$ cat config.mk
export PLATFORM = sky130hd
export DESIGN_NAME = addr_sequencer
export DESIGN_NICKNAME = d
export VERILOG_FILES = /design/src/rtl/addr_sequencer.sv
export SDC_FILE = /design/constraint.sdc
export NUM_CORES = 1
export LEC_CHECK = 0
export ABC_AREA = 1
export CORE_ASPECT_RATIO = 0.8
export CORE_MARGIN = 3
export CORE_UTILIZATION = 46
export CTS_CLUSTER_DIAMETER = 30
export CTS_CLUSTER_SIZE = 8
export DETAILED_ROUTE_END_ITERATION = 10
export GPL_TIMING_DRIVEN = 0
export PLACE_DENSITY_LB_ADDON = 0.25
export RECOVER_POWER = 50
export SLEW_MARGIN = 5
export SYNTH_ARGS = -nofsm -noshare
export SYNTH_HDL_FRONTEND = slang
export SYNTH_SLANG_ARGS = --single-unit
export TNS_END_PERCENT = 30
$ cat constraint.sdc
create_clock -name clk -period 1.2 [get_ports clk]
set_input_delay 0.18 -clock clk [delete_from_list [all_inputs] [get_ports clk]]
set_output_delay 0.18 -clock clk [all_outputs]
set_load 0.02 [all_outputs]
$ cat src/rtl/addr_sequencer.sv
// Address sequencer: steps an external address generator through one pass of
// DEPTH addresses. It handles backpressure, drains the memory read latency and
// then pulses done. A pass can be aborted or reset at any point.
module addr_sequencer #(
  parameter int DEPTH    = 85,
  parameter int READ_LAT = 2,
  parameter int CW       = 7
) (
  input  logic          clk,
  input  logic          reset,
  input  logic          start,
  input  logic          mode_in,
  input  logic          abort,
  input  logic          out_ready,
  output logic          ag_reset,
  output logic          ag_mode,
  output logic          ag_incr,
  output logic          out_valid,
  output logic          out_last,
  output logic [CW-1:0] step,
  output logic          busy,
  output logic          done
);

  typedef enum logic [2:0] {
    S_IDLE  = 3'd0,
    S_INIT  = 3'd1,
    S_RUN   = 3'd2,
    S_DRAIN = 3'd3,
    S_DONE  = 3'd4
  } state_t;

  localparam logic [CW-1:0] LAST_STEP  = CW'(DEPTH - 1);
  // The drain counter counts down to zero, so it is loaded with one less than
  // the number of drain cycles wanted.
  localparam logic [2:0]    DRAIN_LOAD = (READ_LAT > 0) ? 3'(READ_LAT - 1) : 3'd0;

  state_t        state_q, state_d;
  logic [CW-1:0] step_d;
  logic          mode_d;
  logic [2:0]    drain_q, drain_d;

  // State, step index, latched mode and drain counter; async active-low clear
  always_ff @(posedge clk or negedge reset) begin
    if (!reset) begin
      state_q <= S_IDLE;
      step    <= '0;
      ag_mode <= 1'b0;
      drain_q <= 3'd0;
    end else begin
      state_q <= state_d;
      step    <= step_d;
      ag_mode <= mode_d;
      drain_q <= drain_d;
    end
  end

  // Next-state logic and all strobes; abort overrides everything outside IDLE
  always_comb begin
    state_d   = state_q;
    step_d    = step;
    mode_d    = ag_mode;
    drain_d   = drain_q;
    ag_reset  = 1'b0;
    ag_incr   = 1'b0;
    out_valid = 1'b0;
    out_last  = 1'b0;
    done      = 1'b0;
    busy      = (state_q != S_IDLE);

    case (state_q)
      S_IDLE: begin
        if (start) begin
          state_d = S_INIT;
          mode_d  = mode_in;
          step_d  = '0;
        end
      end

      S_INIT: begin
        ag_reset = 1'b1;
        state_d  = S_RUN;
      end

      S_RUN: begin
        out_valid = 1'b1;
        out_last  = (step == LAST_STEP);
        // A transfer is lost if abort arrives in the same cycle.
        if (out_ready && !abort) begin
          ag_incr = 1'b1;
          if (step == LAST_STEP) begin
            state_d = (READ_LAT == 0) ? S_DONE : S_DRAIN;
            drain_d = DRAIN_LOAD;
          end else begin
            step_d = step + CW'(1);
          end
        end
      end

      S_DRAIN: begin
        if (drain_q == 3'd0) begin
          state_d = S_DONE;
        end else begin
          drain_d = drain_q - 3'd1;
        end
      end

      S_DONE: begin
        done    = !abort;
        state_d = S_IDLE;
      end

      default: begin
        state_d = S_IDLE;
      end
    endcase

    if (abort && (state_q != S_IDLE)) begin
      state_d = S_IDLE;
      drain_d = 3'd0;
    end
  end

endmodule

# Word level (Yosys, flattened, before mapping)
# Cells that the tools add are included.
# classes
n_eq_ne,13
n_addsub,2
n_mux,21
n_reduce_logical,12
# op_table
cell,count
$mux 3,9
$mux 7,3
$ne 3x3->1 const B,5
$pmux 7 s2,1
$pmux 3 s4,1
$reduce_and 4->1,3
$add 7x1->7 const B,1
$eq 7x7->1 const B,1
$eq 3x2->1 const B,2
$logic_not 3->1,2
$mux 1,6
$ne 2x2->1 const B,3
$pmux 3 s2,1
$reduce_bool 3->1,2
$eq 3x1->1 const B,1
$eq 3x3->1 const B,1
$sub 3x1->3 const B,1
$logic_and 1x1->1,2
$reduce_and 2->1,1
$reduce_bool 2->1,1
$logic_not 1->1,1
# totals
register_bits,14
elab_cells,52
output_inout_bits,14
input_bits,6

# Longest topological paths before layout
# Gate-level depths: netlist of run 1.
# logic_depth
word_depth,5
depth_mapped,11
mapped_depth_nobuf,10

# Worst setup path before layout of run 1
# OpenSTA, ideal clock, no wires.
# synth_timing
kind,reg2reg
start,register state_q[0]
end,register step[0]
path_slack_ns,-0.348
path_stages_with_launch,6
arrival_time_ns,1.481
n_path_buf,0
period_less_slack_ns,1.548
setup_ns,0.067
required_ns,1.133
cell_sequence,dfrtp_1 > nor2_4 > nand2_4 > nor3_1 > nand3_1 > nand2_1
# synth_between
elab_chain_cells,3
word_cells_on_any_way,8
classes_between,4 x eq/ne; 1 x mux; 3 x reduce/logical
# synth_rtl
element,line_no,rtl
"start, declared",38,"state_t state_q, state_d;"
"start signal, assigned",51,state_q <= state_d;
$eq 3x2->1 or $logic_not 3->1 (tied branches),71,case (state_q)
$ne 2x2->1 (no source line) or $reduce_bool 2->1 (tied branches),-,
$reduce_and 4->1 (no source line),-,
"end signal, assigned",52,step <= step_d;
"end, declared",20,"output logic [CW-1:0] step,"
# Several ways; a longest one is shown, not always the timed one.
# A chain may end at the register's enable or synchronous reset.

# Worst setup path after layout of run 1
# layout_timing
start,register step[0]
end,output port out_last
# layout_between
elab_chain_cells,2
# layout_rtl
element,line_no,rtl
$eq 7x7->1,87,out_last = (step == LAST_STEP);
$mux 1,71,
"end, declared",19,"output logic out_last,"
# No other way between the ends.

==> results.toml, run 1 <==
[sta]
hold_viol = 0
grt_setup_unrepaired = "true"
fin_worst_skew_ns = 0.00989
setup_slack_ns = -0.357
min_period_ns = 1.56
drv_slew = 0
worst_slew_pin_slew_ns = 0.687
relSlewSlack = 0.540
hold_ws_ns = 0.364
setup_viol = 21
finalCritPeriodShare = 1.30
clock.fmax_ghz = 0.642

[clocking]
cts_sinks = 14
clk_latency_ns = 0.29
cts-htree-levels = 1
hold_buffers = 0
clockBufferDepth = 2
cts_tree = "yes"
clk_pin_slew_ns = 0.10
root_buffer = "clkbuf_4"
numCtsBuffers = 3

[final_layout]
drive_gt1_frac = 0.456
final_util = 0.765
area_growth_pct = 47.2
diodes = 0
nets = 193

[yosys]
async_flop_share = 1.00
synthCells = 141
avgSynthCellArea_sq_um = 7.42
post-synth-top-count-cell = "nand2_1"
ys_seq_area_frac = 0.335
ys_top_cells_by_count = "37 x nand2_1, 22 x nand3_1, 20 x inv_1, 14 x dfrtp_1, 10 x nor2_1"
synth_top_cell_by_area = "dfrtp_1"
syn_area_sq_um = 1050
ys_warn_count = 0
synth_top_area_frac = 0.335
syn_nets = 151
synth.distinct_cells = 23
synth_ff_type = "dfrtp_1"
synth-seq-cells = 14
synth.area.top_cells = "dfrtp_1 33%, nand2_1 13%, nand3_1 11%, inv_1 7.2%, nand2_4 5.4%"
synth_edf_count = 0

[setup_path]
reg2reg_slack_ns = -0.36
worstReg2RegEnd = "step[4]$_DFFE_PN0P_"
crit_start = "step[0]$_DFFE_PN0P_"
cp.required_ns = 1.02
rr_worst_depth = 12
crit_path_end_kind = "output pin"
crit_type = "flop to output pin"
rr_startpoint = "step[0]$_DFFE_PN0P_"
startpoint_type = "flop"
worstPathMaxFanout = 3
cp.arrival_ns = 1.38

[die]
die_x_um = 59.3
ioPinCount = 20
row_count = 14
dieArea_sq_um = 2890
core_area_sq_um = 2010
die_h_um = 48.7
initial_utilization = 0.519

[grt]
grt_first_pass_wirelength_um = 5010
grt_overflow = 0
grt_max_degree = 15
antenna_found_initial = 0
grt_usage = 0.221
grt_pass1_vias = 1046

[placement]
hpwl_um = 1800
place_congestion = 0.811
io_buffers = 19

[power]
leakagePower_nw = 0.806
ir_drop_v = 0.00140
power_density_nw_per_um2 = 1890

[flow_run]
drv_cap = 0

[routing]
post_drt_wl_per_cell_um = 14.0
dr.pass1.iters = 4
vias_per_cell = 5.27
drtIter0Drc = 45
vias = 1085
postRouteAntennaNets = 0
drc = 0
drt_wl_total_um = 2890

[run_status]
violations = "negative setup slack"
outcome = "finished, violations left"

[hold_path]
hold_path_class = "primary input to async pin"
-- sequential cells by signal, summed over array words and instances, names as in the netlist --
| signal | count |
|---|---|
| step | 7 |
| drain_q | 3 |
| state_q | 3 |
| ag_mode | 1 |
-- cell type report --
type                    count  area [sq um]
inverters                  24           105
flip-flops and latches     14           360
clock buffers               4          36.3
multi-input cells         102           639
well taps                  24          30.0
plain buffers               1          20.0
fillers                   141           474
repair buffers             37           349
-- where the power goes --
group	switching (W)	total [W]	internal (W)	leakage (nW)
registers	0.0000983	0.000669	0.000570	0.176
logic	0.00106	0.00189	0.000823	0.608
clock network	0.000167	0.000352	0.000185	0.0210
total	0.00133	0.00291	0.00158	0.806
-- metrics by stage --
stage	total power [W]	setup slack, ns	cell area (sq um)	TNS [ns]	instances
5_1_grt	0.00312	-0.429	1540	-6.80	206
2_1_floorplan	0.00172	-0.203	1070	-2.37	141
6_report	0.00291	-0.357	1540	-5.26	206
4_1_cts	0.00279	-0.379	1480	-4.94	204
3_5_place_dp	0.00212	-0.700	1290	-6.43	184
3_3_place_gp	0.00207	-0.685	1290	-6.18	184
-- layout by cell type, fill, tap and decap left out, types with 5 or more instances in the layout --
master,synthesis,final
nand3_2,1,6
buf_4,0,11
dfrtp_2,0,8
nor2_1,10,8
nand2_2,6,5
inv_2,3,9
dfrtp_1,14,6
nand2_1,37,36
nand2_4,5,7
nand3_1,22,17
buf_6,0,12
inv_1,20,13
-- worst max path at each step --
| stage | end |
|---|---|
| 2_1_floorplan | step[5]$_DFFE_PN0P_ |
| 3_3_place_gp | ag_incr |
| 3_5_place_dp | ag_incr |
| 4_1_cts | out_last |
| 5_1_grt | step[3]$_DFFE_PN0P_ |
| 6_report | out_last |
-- worst max-delay path: stages (launching register included) --
cell and delay (ns):
dfrtp_2 0.44, inv_2 0.08, ha_4 0.12, inv_2 0.03, nor2_2 0.10, nand3_2 0.10
nor2_2 0.10, buf_6 0.12
-- what timing repair did --
action,CTS,global route
endpoints found under the setup margin,27,25
buffers inserted,16,2
gates resized for setup,76,16
pin swaps,10,5
-- metal layers --
layer	part of all wire	routed length (um)	vias up	global-route usage
li1	-	-	528	-
met3	0.054	155	2	0.0585
met1	0.45	1300	521	0.310
met4	0.0045	13	0	0.0226
met2	0.49	1430	34	0.347
met5	0	0	-	0
-- cell families after synthesis --
logic type	after synthesis	share of synthesized area
AO/OA/AOI/OAI	7	0.0610
buffers and inverters	25	0.117
flip-flops	14	0.335
AND/OR/NAND/NOR	91	0.439
adder cells (fa/ha/maj)	4	0.0478
Power figures use the tool's default switching activity.
==> inputs of run 2 (changes only) <==
--- a/config.mk
+++ b/config.mk
@@ -5,10 +5,10 @@
 export SDC_FILE = /design/constraint.sdc
 export NUM_CORES = 1
 export LEC_CHECK = 0
-export ABC_AREA = 1
+export CAP_MARGIN = 10
 export CORE_ASPECT_RATIO = 0.8
 export CORE_MARGIN = 3
-export CORE_UTILIZATION = 46
+export CORE_UTILIZATION = 44
 export CTS_CLUSTER_DIAMETER = 30
 export CTS_CLUSTER_SIZE = 8
 export DETAILED_ROUTE_END_ITERATION = 10
==> run 2 against run 1 <==
The flow still finishes with violations (negative setup slack). Clock power is 20% lower. Sequential power fell by 5.4%. Non-clock buffer count rose by 7. Cell count decreased by 17%. Hold slack worse by 0.015 ns. Routed wire length rose by 9.8%. Die area down 7.8%. Via count decreased by 4.8%. Clock skew up 0.0054 ns. Combinational power fell by 17%. Flip-flop and latch count stayed put. First-iteration DRC count rose by 36%. Critical endpoint is now state_q[0]$_DFFE_PN0P_. Largest power group unchanged.
==> results.toml, run 2 <==
[placement]
hpwl_um = 1600
io_buffers = 19
place_congestion = 0.880
dpl.cell_count = 144
place_area_sq_um = 1160

[flow_run]
drv_cap = 0

[yosys]
syn_nets = 111
ys_seq_area_frac = 0.384
synth_top_cell_by_area = "dfrtp_1"
async_flop_share = 1.00
ys_top_cells_by_count = "14 x dfrtp_1, 11 x nand2_1, 7 x nor2_1, 6 x inv_1, 5 x and3_1"
synth.distinct_cells = 41
ys_warn_count = 0
syn_area_sq_um = 913
avgSynthCellArea_sq_um = 9.04
synth_ff_type = "dfrtp_1"
synth.area.top_cells = "dfrtp_1 38%, ha_1 5.5%, nand2_1 4.5%, and3_1 3.4%, nor2_1 2.9%"
synthCells = 101
synth_top_area_frac = 0.384
synth-seq-cells = 14
post-synth-top-count-cell = "dfrtp_1"
synth_edf_count = 0

[die]
die_h_um = 46.8
ioPinCount = 20
die_x_um = 56.9
core_area_sq_um = 1930
dieArea_sq_um = 2660
row_count = 14
initial_utilization = 0.474

[final_layout]
area_growth_pct = 60.1
drive_gt1_frac = 0.514
fillCellCount = 126
final_cell_mix = "25 x buf_4, 11 x nand2_1, 8 x dfrtp_1"
final_cell_area_sq_um = 1460
diodes = 0
instances_no_fill = 170
nets = 157
regMostFlops = "step"
largest_reg_flops = 7
largestRegisters = "step x7, drain_q x3, state_q x3"
final_util = 0.759
mostFrequentLayoutCell = "buf_4"

[sta]
grt_setup_unrepaired = "true"
hold_viol = 0
fin_worst_skew_ns = 0.0153
setup_slack_ns = -0.574
hold_ws_ns = 0.348
min_period_ns = 1.77
relSlewSlack = 0.561
worst_slew_pin_slew_ns = 0.656
finalCritPeriodShare = 1.48
clock.fmax_ghz = 0.564
setup_viol = 20
drv_slew = 0

[setup_path]
slowest_stage = "dfrtp_2"
crit_type = "flop to flop"
cp.required_ns = 1.41
worstReg2RegEnd = "state_q[0]$_DFFE_PN0P_"
startpoint_type = "flop"
rr_startpoint = "step[1]$_DFFE_PN0P_"
max_stage_delay_ns = 0.44
crit_path_end_kind = "flop"
crit_path_cell_trace = "inv_2 -> ha_4 -> nand4b_1 -> or2_4 -> buf_4 -> o311a_1 -> nor3_2"
reg2reg_slack_ns = -0.57
cp.arrival_ns = 1.98
worstPathMaxFanout = 2
rr_worst_depth = 7

[clocking]
root_buffer = "clkbuf_4"
numCtsBuffers = 3
cts-htree-levels = 1
clockBufferDepth = 2
clk_pin_slew_ns = 0.09
clk_latency_ns = 0.29
hold_buffers = 0
cts_tree = "yes"
cts_sinks = 14

[routing]
vias = 1033
drtIter0Drc = 61
post_drt_wl_per_cell_um = 18.7
drt_wl_total_um = 3180
vias_per_cell = 6.08
dr.pass1.iters = 4
drc = 0
postRouteAntennaNets = 0

[power]
p_int_w = 0.00145
ir_drop_v = 0.00130
leakagePower_nw = 0.700
power_density_nw_per_um2 = 1690
p_sw_w = 0.00103
p_seq_frac = 0.256
total_power_w = 0.00247
pwr-share-clk = 0.114
swShare = 0.415
comb_power_share = 0.630

[grt]
grt_usage = 0.206
antenna_found_initial = 0
grt_max_degree = 15
grt_overflow = 0
grt_first_pass_wirelength_um = 4040
grt_pass1_vias = 857

[run_status]
violations = "negative setup slack"
outcome = "finished, violations left"

[hold_path]
hold_path_class = "primary input to async pin"
## run 2: cell count changes in the layout (fill, tap and decap cells not counted), moves of 6 or more
cell,before,now
nand2_1,36,11
buf_4,11,25
nand3_1,17,3
inv_1,13,2
nand2_4,7,0
nand3_2,6,0
## run 2: power groups by stage
stage / clock [W] / sequential, W / combinational, W
final: 0.000282 / 0.000633 / 0.00156
after global routing: 0.000320 / 0.000641 / 0.00166
after CTS: 0.000290 / 0.000609 / 0.00112
after detailed placement: 0 / 0.000628 / 0.000963
after global placement: 0 / 0.000624 / 0.000928
after floorplan: 0 / 0.000649 / 0.000602
## run 2: per-stage QoR
| step | worst slack (ns) | setup TNS, ns |
|---|---|---|
| finish | -0.574 | -7.59 |
| global route | -0.608 | -8.67 |
| CTS | -0.522 | -6.85 |
| detailed placement | -0.805 | -10.38 |
| global placement | -0.769 | -9.79 |
| floorplan | -0.448 | -3.97 |
## run 2: worst max-delay path: cells and delay by family (launching register included)
family,cells,cell delay [ns]
AO/OA/AOI/OAI,1,0.32
adder cells (fa/ha/maj),1,0.13
buffers and inverters,2,0.23
flip-flops,1,0.44
AND/OR/NAND/NOR,3,0.57
## run 2: area by class of cell
class	count	area, sq um	area share
multi-input combinational	76	638	0.436
sequential	14	358	0.245
timing repair buffer	41	328	0.224
buffer	4	48.8	0.0334
inverter	7	33.8	0.0231
tap	24	30.0	0.0205
clock buffer	4	26.3	0.0180
## run 2: cells by family after synthesis
family          after synthesis  synth area share
simple gates                 51             0.323
compound gates               19             0.156
flops                        14             0.384
buf+inv                      11            0.0575
fa+ha+maj                     4            0.0548
mux                           2            0.0247
## run 2: what timing repair did
item                                   4_1_cts  5_1_grt
cloned                                       0        1
setup endpoints to repair                   26       24
gates resized for setup                     74       32
endpoints found under the hold margin        0        0
pin swaps                                    5        9
setup buffers                                9       12
## run 2: how the worst max path moves through the flow
stage,slack (ns),endpoint,depth (start not counted),from
2_1_floorplan,-0.45,drain_q[1]$_DFFE_PN0P_,7,drain_q[0]$_DFFE_PN0P_
4_1_cts,-0.52,drain_q[2]$_DFFE_PN0P_,7,drain_q[0]$_DFFE_PN0P_
3_3_place_gp,-0.77,ag_incr,4,abort
6_report,-0.57,state_q[0]$_DFFE_PN0P_,7,step[1]$_DFFE_PN0P_
3_5_place_dp,-0.80,ag_incr,4,abort
5_1_grt,-0.61,state_q[0]$_DFFE_PN0P_,7,step[0]$_DFFE_PN0P_
## run 2: per-layer routing
metal  vias to the layer above  GRT usage  part of all wire
met2                        54      0.353              0.49
met3                        14     0.0659             0.067
li1                        462          -                 -
met1                       503      0.251              0.41
met4                         0     0.0741             0.031
met5                         -          0                 0
==> inputs of run 3 (changes only) <==
--- a/config.mk
+++ b/config.mk
@@ -19,4 +19,4 @@
 export SYNTH_ARGS = -nofsm -noshare
 export SYNTH_HDL_FRONTEND = slang
 export SYNTH_SLANG_ARGS = --single-unit
-export TNS_END_PERCENT = 30
+export TNS_END_PERCENT = 10
==> run 3 against run 2 <==
The flow still finishes with violations (negative setup slack). Clock skew is 0.011 ns lower. Sequential power shrank 3%. Critical path depth is the same. Design area shrank 8.7%. Critical endpoint is now drain_q[1]$_DFFE_PN0P_. Largest power group unchanged.
==> results.toml, run 3 (synthesized netlist as in run 2, its figures left out) <==
[setup_path]
startpoint_type = "flop"
path_common_cell = "ha_4"
slowest_stage = "dfrtp_1"
worstPathMaxFanout = 3
rr_worst_depth = 7
crit_path_end_kind = "flop"
cp.arrival_ns = 1.93
crit_type = "flop to flop"
worst-path-buf-inv = 1
cp.required_ns = 1.36
rr_startpoint = "drain_q[0]$_DFFE_PN0P_"
max_stage_delay_ns = 0.40
cp_top_family = "simple AND/OR/NAND/NOR gates"
cp.depth = 7
crit_start = "drain_q[0]$_DFFE_PN0P_"
crit_path_cell_trace = "inv_2 -> ha_4 -> ha_4 -> and4bb_1 -> nand3b_1 -> a21oi_2 -> mux2_4"

[routing]
drt_wl_total_um = 2480
vias = 908
drtIter0Drc = 18
post_drt_wl_per_cell_um = 15.8
drc = 0
dr.pass1.iters = 4
vias_per_cell = 5.78
postRouteAntennaNets = 0

[die]
row_count = 14
dieArea_sq_um = 2660
ioPinCount = 20
initial_utilization = 0.474
core_area_sq_um = 1930
die_h_um = 46.8
die_x_um = 56.9

[final_layout]
final_cell_mix = "15 x buf_4, 11 x nand2_1, 10 x dfrtp_1"
drive_gt1_frac = 0.436
largestRegisters = "step x7, drain_q x3, state_q x3"
mostFrequentLayoutCell = "buf_4"
nets = 145
final_cell_area_sq_um = 1340
area_growth_pct = 46.2
diodes = 0
fillCellCount = 153
regMostFlops = "step"
instances_no_fill = 157
final_util = 0.693
largest_reg_flops = 7

[sta]
clock.fmax_ghz = 0.566
worst_slew_pin_slew_ns = 0.660
relSlewSlack = 0.559
drv_slew = 0
min_period_ns = 1.77
grt_setup_unrepaired = "true"
finalCritPeriodShare = 1.47
setup_slack_ns = -0.566
setup_viol = 18
fin_worst_skew_ns = 0.00426
fin_setup_tns_ns = -6.13
hold_viol = 0

[grt]
grt_first_pass_wirelength_um = 3930
grt_usage = 0.195
grt_max_degree = 15
antenna_found_initial = 0
grt_overflow = 0
grt_pass1_vias = 858

[clocking]
numCtsBuffers = 3
clk_pin_slew_ns = 0.08
hold_buffers = 0
cts_sinks = 14
clockBufferDepth = 2
root_buffer = "clkbuf_4"
clk_latency_ns = 0.28
cts_tree = "yes"
cts-htree-levels = 1

[power]
total_power_w = 0.00212
power_density_nw_per_um2 = 1590
leakagePower_nw = 0.627
ir_drop_v = 0.00115

[run_status]
violations = "negative setup slack"
outcome = "finished, violations left"

[hold_path]
hold_path_class = "primary input to async pin"

[placement]
dpl.cell_count = 144
hpwl_um = 1650
place_area_sq_um = 1140
io_buffers = 19
place_congestion = 0.864

[flow_run]
drv_cap = 0
## run 3: metal layers
| layer | GRT usage | part of all wire | up-vias |
|---|---|---|---|
| met5 | 0 | 0 | - |
| met4 | 0.0324 | 0.0076 | 0 |
| met3 | 0.0659 | 0.066 | 4 |
| met2 | 0.337 | 0.47 | 29 |
| met1 | 0.247 | 0.46 | 437 |
| li1 | - | - | 438 |
## run 3: final timing paths
kind | slack (ns) | to
setup / recovery | -0.57 | drain_q[1]$_DFFE_PN0P_
max in group asynchronous | 0.37 | step[3]$_DFFE_PN0P_
min in group clk | 0.46 | ag_mode$_DFFE_PN0P_
hold reg to reg | 0.48 | ag_mode$_DFFE_PN0P_
setup reg to reg | -0.57 | drain_q[1]$_DFFE_PN0P_
hold / removal | 0.37 | state_q[1]$_DFFE_PN0P_
## run 3: cell type report
cell class                 count  area, sq um  area share
multi-input combinational     76          621       0.465
clock buffer                   3         22.5      0.0169
tap                           24         30.0      0.0225
buffer                         4         45.0      0.0337
timing repair buffer          29          228       0.171
inverter                       7         33.8      0.0253
sequential                    14          355       0.266
## run 3: through the flow
step | worst slack (ns) | hold slack, ns
floorplan | -0.456 | -0.116
global placement | -0.803 | 0.459
detailed placement | -0.847 | 0.470
CTS | -0.559 | 0.331
global route | -0.612 | 0.406
finish | -0.566 | 0.366
## run 3: report_power, final
part	leakage (nW)	total [W]	internal, W	switching, W
registers	0.184	0.000615	0.000549	0.0000666
clock network	0.0138	0.000259	0.000116	0.000142
logic	0.429	0.00125	0.000591	0.000656
total	0.627	0.00212	0.00126	0.000865
## run 3: repair_timing
item | CTS | global route
setup endpoints to repair | 26 | 25
buffers inserted | 8 | 2
pin swaps | 8 | 8
gates resized for setup | 78 | 24
endpoints found under the hold margin | 0 | 0
